==> src/rtl/tcam_pkg.sv <==
// Shared constants and state encoding for the TCAM table loader slice.
package tcam_pkg;
   localparam int TCAM_DEPTH     = 128;
   localparam int TCAM_ADD_DEPTH = 8;
   localparam int DATA_W         = 5;
   localparam int ADD_W          = 2;
   localparam int ADDR_W         = 7;

   typedef logic [1:0] state_t;

   localparam state_t ST_IDLE   = 2'd0;
   localparam state_t ST_CLEAR  = 2'd1;
   localparam state_t ST_STREAM = 2'd2;
   localparam state_t ST_DONE   = 2'd3;
endpackage

==> src/rtl/tcam_table_loader_if.sv <==
// Entry-word stream into the loader: valid/ready handshake carrying target table, index, value and last flag.
interface tcam_table_loader_if;
   import tcam_pkg::*;

   logic              in_valid;
   logic              in_ready;
   logic              in_sel;
   logic [ADDR_W-1:0] in_addr;
   logic [DATA_W-1:0] in_data;
   logic              in_last;

   modport master (
      output in_valid, in_sel, in_addr, in_data, in_last,
      input  in_ready
   );

   modport slave (
      input  in_valid, in_sel, in_addr, in_data, in_last,
      output in_ready
   );
endinterface

==> src/rtl/tcam_table_mem.sv <==
// Register-array storage for the data/data_add tables: one write port plus a clear port, full parallel read-out.
// Writes land on the next edge and are visible on the outputs one cycle later; no backpressure.
module tcam_table_mem
   import tcam_pkg::*;
#(
   parameter int DEPTH     = TCAM_DEPTH,
   parameter int ADD_DEPTH = TCAM_ADD_DEPTH
) (
   input  logic                             clk,
   input  logic                             rst,
   input  logic                             clr_en,
   input  logic [ADDR_W-1:0]                clr_idx,
   input  logic                             wr_en,
   input  logic                             wr_sel,
   input  logic [ADDR_W-1:0]                wr_addr,
   input  logic [DATA_W-1:0]                wr_data,
   output logic [DEPTH-1:0][DATA_W-1:0]     data,
   output logic [ADD_DEPTH-1:0][ADD_W-1:0]  data_add
);
   localparam int ADD_IDX_W = (ADD_DEPTH > 1) ? $clog2(ADD_DEPTH) : 1;

   always_ff @(posedge clk) begin
      if (rst) begin
         data     <= '0;
         data_add <= '0;
      end else begin
         if (clr_en) begin
            if (int'(clr_idx) < DEPTH)
               data[clr_idx] <= '0;
            if (int'(clr_idx) < ADD_DEPTH)
               data_add[clr_idx[ADD_IDX_W-1:0]] <= '0;
         end
         // Range guards keep a stray index from aliasing onto a valid entry.
         if (wr_en) begin
            if (!wr_sel) begin
               if (int'(wr_addr) < DEPTH)
                  data[wr_addr] <= wr_data;
            end else if (int'(wr_addr) < ADD_DEPTH) begin
               data_add[wr_addr[ADD_IDX_W-1:0]] <= wr_data[ADD_W-1:0];
            end
         end
      end
   end
endmodule

==> src/rtl/tcam_table_loader.sv <==
// Clear-then-load sequencer for the TCAM data/data_add tables; an accepted entry shows on the outputs one cycle later.
// in_ready is high only while streaming; entries offered during clear are held off.
module tcam_table_loader
   import tcam_pkg::*;
#(
   parameter int DEPTH     = TCAM_DEPTH,
   parameter int ADD_DEPTH = TCAM_ADD_DEPTH
) (
   input  logic                             clk,
   input  logic                             rst,
   input  logic                             start,
   tcam_table_loader_if.slave               in_if,
   output logic [DEPTH-1:0][DATA_W-1:0]     data,
   output logic [ADD_DEPTH-1:0][ADD_W-1:0]  data_add,
   output logic                             write_en,
   output logic                             busy,
   output logic                             err
);
   localparam logic [ADDR_W-1:0] LAST_IDX = ADDR_W'(DEPTH - 1);

   state_t            state;
   logic [ADDR_W-1:0] idx;
   logic              hs;
   logic              add_oor;
   logic              wr_en;

   assign in_if.in_ready = (state == ST_STREAM);
   assign busy           = (state == ST_CLEAR) || (state == ST_STREAM);
   assign hs             = in_if.in_valid & in_if.in_ready;
   assign add_oor        = in_if.in_sel & (int'(in_if.in_addr) >= ADD_DEPTH);
   // An out-of-range data_add entry is still consumed, it just never reaches the tables.
   assign wr_en          = hs & ~add_oor;

   always_ff @(posedge clk) begin
      if (rst) begin
         state    <= ST_IDLE;
         idx      <= '0;
         write_en <= 1'b0;
         err      <= 1'b0;
      end else begin
         case (state)
            ST_IDLE: begin
               if (start) begin
                  state    <= ST_CLEAR;
                  idx      <= '0;
                  write_en <= 1'b0;
                  err      <= 1'b0;
               end
            end
            ST_CLEAR: begin
               if (idx == LAST_IDX) begin
                  state <= ST_STREAM;
                  idx   <= '0;
               end else begin
                  idx <= idx + ADDR_W'(1);
               end
            end
            ST_STREAM: begin
               if (hs) begin
                  if (add_oor)
                     err <= 1'b1;
                  if (in_if.in_last) begin
                     state    <= ST_DONE;
                     write_en <= 1'b1;
                  end
               end
            end
            ST_DONE: state <= ST_IDLE;
            default: state <= ST_IDLE;
         endcase
      end
   end

   tcam_table_mem #(
      .DEPTH     (DEPTH),
      .ADD_DEPTH (ADD_DEPTH)
   ) u_mem (
      .clk      (clk),
      .rst      (rst),
      .clr_en   (state == ST_CLEAR),
      .clr_idx  (idx),
      .wr_en    (wr_en),
      .wr_sel   (in_if.in_sel),
      .wr_addr  (in_if.in_addr),
      .wr_data  (in_if.in_data),
      .data     (data),
      .data_add (data_add)
   );
endmodule
==> src/flat_wrapper.sv <==
// flat-port wrapper written by rule: the top's interface ports become plain ports
module tcam_table_loader_flat import tcam_pkg::*;
#(
   parameter int DEPTH     = TCAM_DEPTH,
   parameter int ADD_DEPTH = TCAM_ADD_DEPTH
)
  (clk, rst, start, data, data_add, write_en, busy, err, in_if_in_valid, in_if_in_sel, in_if_in_addr, in_if_in_data, in_if_in_last, in_if_in_ready);
  tcam_table_loader_if in_if_i ();
  input  logic clk;
  input  logic rst;
  input  logic start;
  output logic [DEPTH-1:0][DATA_W-1:0] data;
  output logic [ADD_DEPTH-1:0][ADD_W-1:0] data_add;
  output logic write_en;
  output logic busy;
  output logic err;
  input wire logic [$bits(in_if_i.in_valid)-1:0] in_if_in_valid;
  input wire logic [$bits(in_if_i.in_sel)-1:0] in_if_in_sel;
  input wire logic [$bits(in_if_i.in_addr)-1:0] in_if_in_addr;
  input wire logic [$bits(in_if_i.in_data)-1:0] in_if_in_data;
  input wire logic [$bits(in_if_i.in_last)-1:0] in_if_in_last;
  output wire logic [$bits(in_if_i.in_ready)-1:0] in_if_in_ready;
  assign in_if_i.in_valid = in_if_in_valid;
  assign in_if_i.in_sel = in_if_in_sel;
  assign in_if_i.in_addr = in_if_in_addr;
  assign in_if_i.in_data = in_if_in_data;
  assign in_if_i.in_last = in_if_in_last;
  assign in_if_in_ready = in_if_i.in_ready;
  tcam_table_loader #(.DEPTH(DEPTH), .ADD_DEPTH(ADD_DEPTH)) u_core (.clk(clk), .rst(rst), .start(start), .in_if(in_if_i), .data(data), .data_add(data_add), .write_en(write_en), .busy(busy), .err(err));
endmodule
==> config.mk <==
export PLATFORM = sky130hd
export DESIGN_NAME = tcam_table_loader_flat
export DESIGN_NICKNAME = d
export VERILOG_FILES = /design/src/rtl/tcam_pkg.sv /design/src/rtl/tcam_table_loader_if.sv /design/src/rtl/tcam_table_mem.sv /design/src/rtl/tcam_table_loader.sv /design/src/flat_wrapper.sv
export SDC_FILE = /design/constraint.sdc
export NUM_CORES = 2
export LEC_CHECK = 0
export CAP_MARGIN = 20
export CORE_AREA = 2 2 265 267
export DETAILED_ROUTE_END_ITERATION = 16
export DIE_AREA = 0 0 267 269
export PLACE_DENSITY = 0.73
export SLEW_MARGIN = 0
export SYNTH_ARGS = -nofsm -noshare
export SYNTH_HDL_FRONTEND = slang
export SYNTH_SLANG_ARGS = --single-unit
==> constraint.sdc <==
create_clock -name clk -period 1.9 [get_ports clk]
set_clock_uncertainty 0.15 [all_clocks]
set_input_delay 0.38 -clock clk [delete_from_list [all_inputs] [get_ports clk]]
set_output_delay 0.38 -clock clk [all_outputs]
set_load 0.01 [all_outputs]
==> run_results.csv <==
group,metric,value,unit
logic_synthesis,synth_area,27300,um2
logic_synthesis,seq_area_frac_synth,48.8,%
hold_path,hp-class,"input port to flop",
drt,wl_per_cell,26.2,um
clock_network,cts_buffers,71,
sta,finalCriticalPeriod,2.24,ns
worst_setup_path,startpoint_type,"flop",
finish,design_area,44400,um2
logic_synthesis,synth_largest_area_cell,"dfxtp_1",
logic_synthesis,synth_common_cells,"1,068 x nand3_1, 667 x dfxtp_1, 660 x a21oi_1",
die,die_area,71800,um2
logic_synthesis,synth-main-ff-cell,"dfxtp_1",
global_route,grt_usage,34.4,%
drt,final_antenna_net_count,0,
run_status,failed_checks,"negative setup slack",
placed_design,placed_cell_area,37600,um2
sta,relSlewSlack,59.5,%
power_and_ir_drop,p_sw,8.54,mW
finish,seq_area,13400,um2
sta,hold_viol_final,0,
logic_synthesis,synth_most_common_cell,"nand3_1",
drt,wl,139000,um
placed_design,io_buffers,677,
die,fp.dieH,269,um
logic_synthesis,ys_warn_count,0,
worst_setup_path,end_kind,"flop",
sta,rsz0062_at_grt,"yes",
drt,drcViolationCount,0,
global_route,gr-total-overflow,0,
clock_network,cts_sinks,667,
clock_network,cts_tree,"done",
finish,fin_cells,5293,
placed_design,dp_hpwl,83600,um
worst_setup_path,crit_type,"flop to flop",
clock_network,clkLatencyLatePin,0.60,ns
logic_synthesis,syn_nets,3446,
worst_setup_path,required,2.28,ns
global_route,grt_pass1_vias,30300,
worst_setup_path,arrival,2.62,ns
sta,drv_slew,0,
clock_network,clk_pin_slew,0.06,ns
sta,fmax,446,MHz
placed_design,dp_cells,5025,
placed_design,gp_congestion,0.934,
power_and_ir_drop,total_power,32.4,mW
logic_synthesis,syn_inst,3424,
die,core_area,69300,um2
logic_synthesis,avgSynthCellArea,7.99,um2
finish,fin_util,64.0,%
clock_network,htreeDepth,3,
logic_synthesis,yosysUniqueCellTypes,42,
placed_design,pre_cts_slack,-0.668,ns
power_and_ir_drop,pwr-share-comb,11.9,%
power_and_ir_drop,internal_power,23.9,mW
finish,multi_input_area,15200,um2
global_route,antenna_found_initial,7,
die,die_w,267,um
job,maxCapViolCount,0,
run_status,status,"finished with violations",
sta,finalCritPeriodShare,118,%
clock_network,cts.path.max_buffers,3,
logic_synthesis,synth-async-reset-ratio,0,%
power_and_ir_drop,switching_share,26.4,%
power_and_ir_drop,p_per_area,731,nW/um2
die,initial_core_util,39.5,%
power_and_ir_drop,clockPowerShare,44.7,%
drt,vias,33600,
drt,detail_route.iter0.violations,4432,
global_route,grt_max_degree,76,
clock_network,clock-root-buffer,"clkbuf_16",
logic_synthesis,ys_seq_elements,667,
finish,fillers,5447,
finish,layout-drive-gt1-share,26.4,%
sta,worst_slack,-0.345,ns
worst_setup_path,crit_fanout,7,
sta,setup_viol_count_final,627,
sta,tightest_slew,0.607,ns
power_and_ir_drop,vdd_drop_max,0.600,mV
power_and_ir_drop,power_frac_seq,43.4,%
die,rows,97,
logic_synthesis,synth.area.top_cells,"dfxtp_1 49%, nand3_1 20%, a21oi_1 12%",
finish,areaGrowthSynthToFinish,62.2,%
die,io-pin-count,678,
logic_synthesis,synth_top_area_share,48.8,%
finish,final_nets,4314,
drt,drt-vias-per-instance,6.35,
global_route,grt_pass1_wl,189000,um
power_and_ir_drop,p_leak,17.3,nW
logic_synthesis,synth_edf_count,0,
drt,first_pass_iters,9,
## cell usage in the layout (no fill, tap or decap), drive strengths merged, types with 10 or more instances in the layout
cell type      instances
nand3               1068
dfxtp                667
a21oi                660
dlygate4sd2          652
buf                  501
nand4                261
nand2                226
clkbuf               122
or2                   28
clkdlybuf4s50         15
and4                  15
clkinv                13
and2                  12
nor2                  11
and4b                 11
inv                   10
nor4bb                10
## worst max-delay path: stages (launching register included)
cell	delay (ns)
dfxtp_4	0.35
inv_4	0.06
ha_4	0.13
buf_6	0.11
and4b_2	0.27
buf_6	0.15
and2_4	0.20
buf_6	0.14
buf_4	0.13
buf_16	0.12
nand3_1	0.11
a21oi_1	0.24
## logic make-up (layout without fill, tap and decap cells)
group,after synthesis,in the layout,share of synthesized area [%]
xor+xnor,4,4,0.128
mux,2,2,0.0778
fa+ha+maj,4,4,0.183
buf+inv,396,1320,6.00
other cells,0,5,0
simple gates,1680,1680,32.4
compound gates,671,671,12.4
flops,667,667,48.8
## power groups by stage
stage	logic [mW]	registers [mW]	clock network, mW
5_1_grt	3.94	14.1	15.1
2_1_floorplan	1.28	14.4	0
4_1_cts	3.38	14.1	14.4
3_5_place_dp	2.76	14.4	0
6_report	3.85	14.1	14.5
3_3_place_gp	2.75	14.4	0
## per-stage QoR
step	TNS (ns)	hold slack, ns
finish	-55.10	0.0691
global route	-92.36	0.0472
CTS	-37.18	0.0257
detailed placement	-330.50	0.301
global placement	-318.37	0.290
floorplan	-3.09	0.327
## flip-flops by register name, summed over array words and instances (netlist names)
signal	flops
u_core.u_mem.data	640
u_core.u_mem.data_add	16
u_core.idx	7
u_core.state	2
u_core.err	1
u_core.write_en	1
## routing by layer
metal  global-route usage (%)  vias to the layer above  wire length (um)
met5                        0                        -                51
met4                     22.1                        4             10900
met3                     8.94                      773             17300
met2                     54.6                     2776             62000
met1                     41.4                    15800             48500
li1                         -                    14300                 -
## area by class of cell
class / instances / area share (%)
Antenna cell: 5 / 0.0282
Clock buffer: 111 / 4.96
Clock inverter: 18 / 0.471
Inverter: 8 / 0.0733
Multi-Input combinational cell: 2361 / 34.3
Sequential cell: 667 / 30.2
Tap cell: 940 / 2.65
Timing Repair Buffer: 1183 / 27.3
## final timing paths
kind | cells after the start | endpoint | slack (ns) | from
setup / recovery | 11 | u_core.u_mem.data[227] | -0.34 | u_core.state[0]
hold reg to reg | 2 | u_core.u_mem.data[179] | 0.31 | u_core.u_mem.data[179]
hold / removal | 3 | u_core.u_mem.data[363] | 0.07 | in_if_in_data[3]
setup reg to reg | 11 | u_core.u_mem.data[227] | -0.34 | u_core.state[0]
## timing repair
item,in CTS,in global routing
gates resized for setup,972,439
endpoints found under the hold margin,6,0
buffers inserted,55,48
hold buffers,2,0
cloned,45,11
pin swaps,98,169
setup endpoints to repair,1307,656
(Power assumes the default switching activity.)
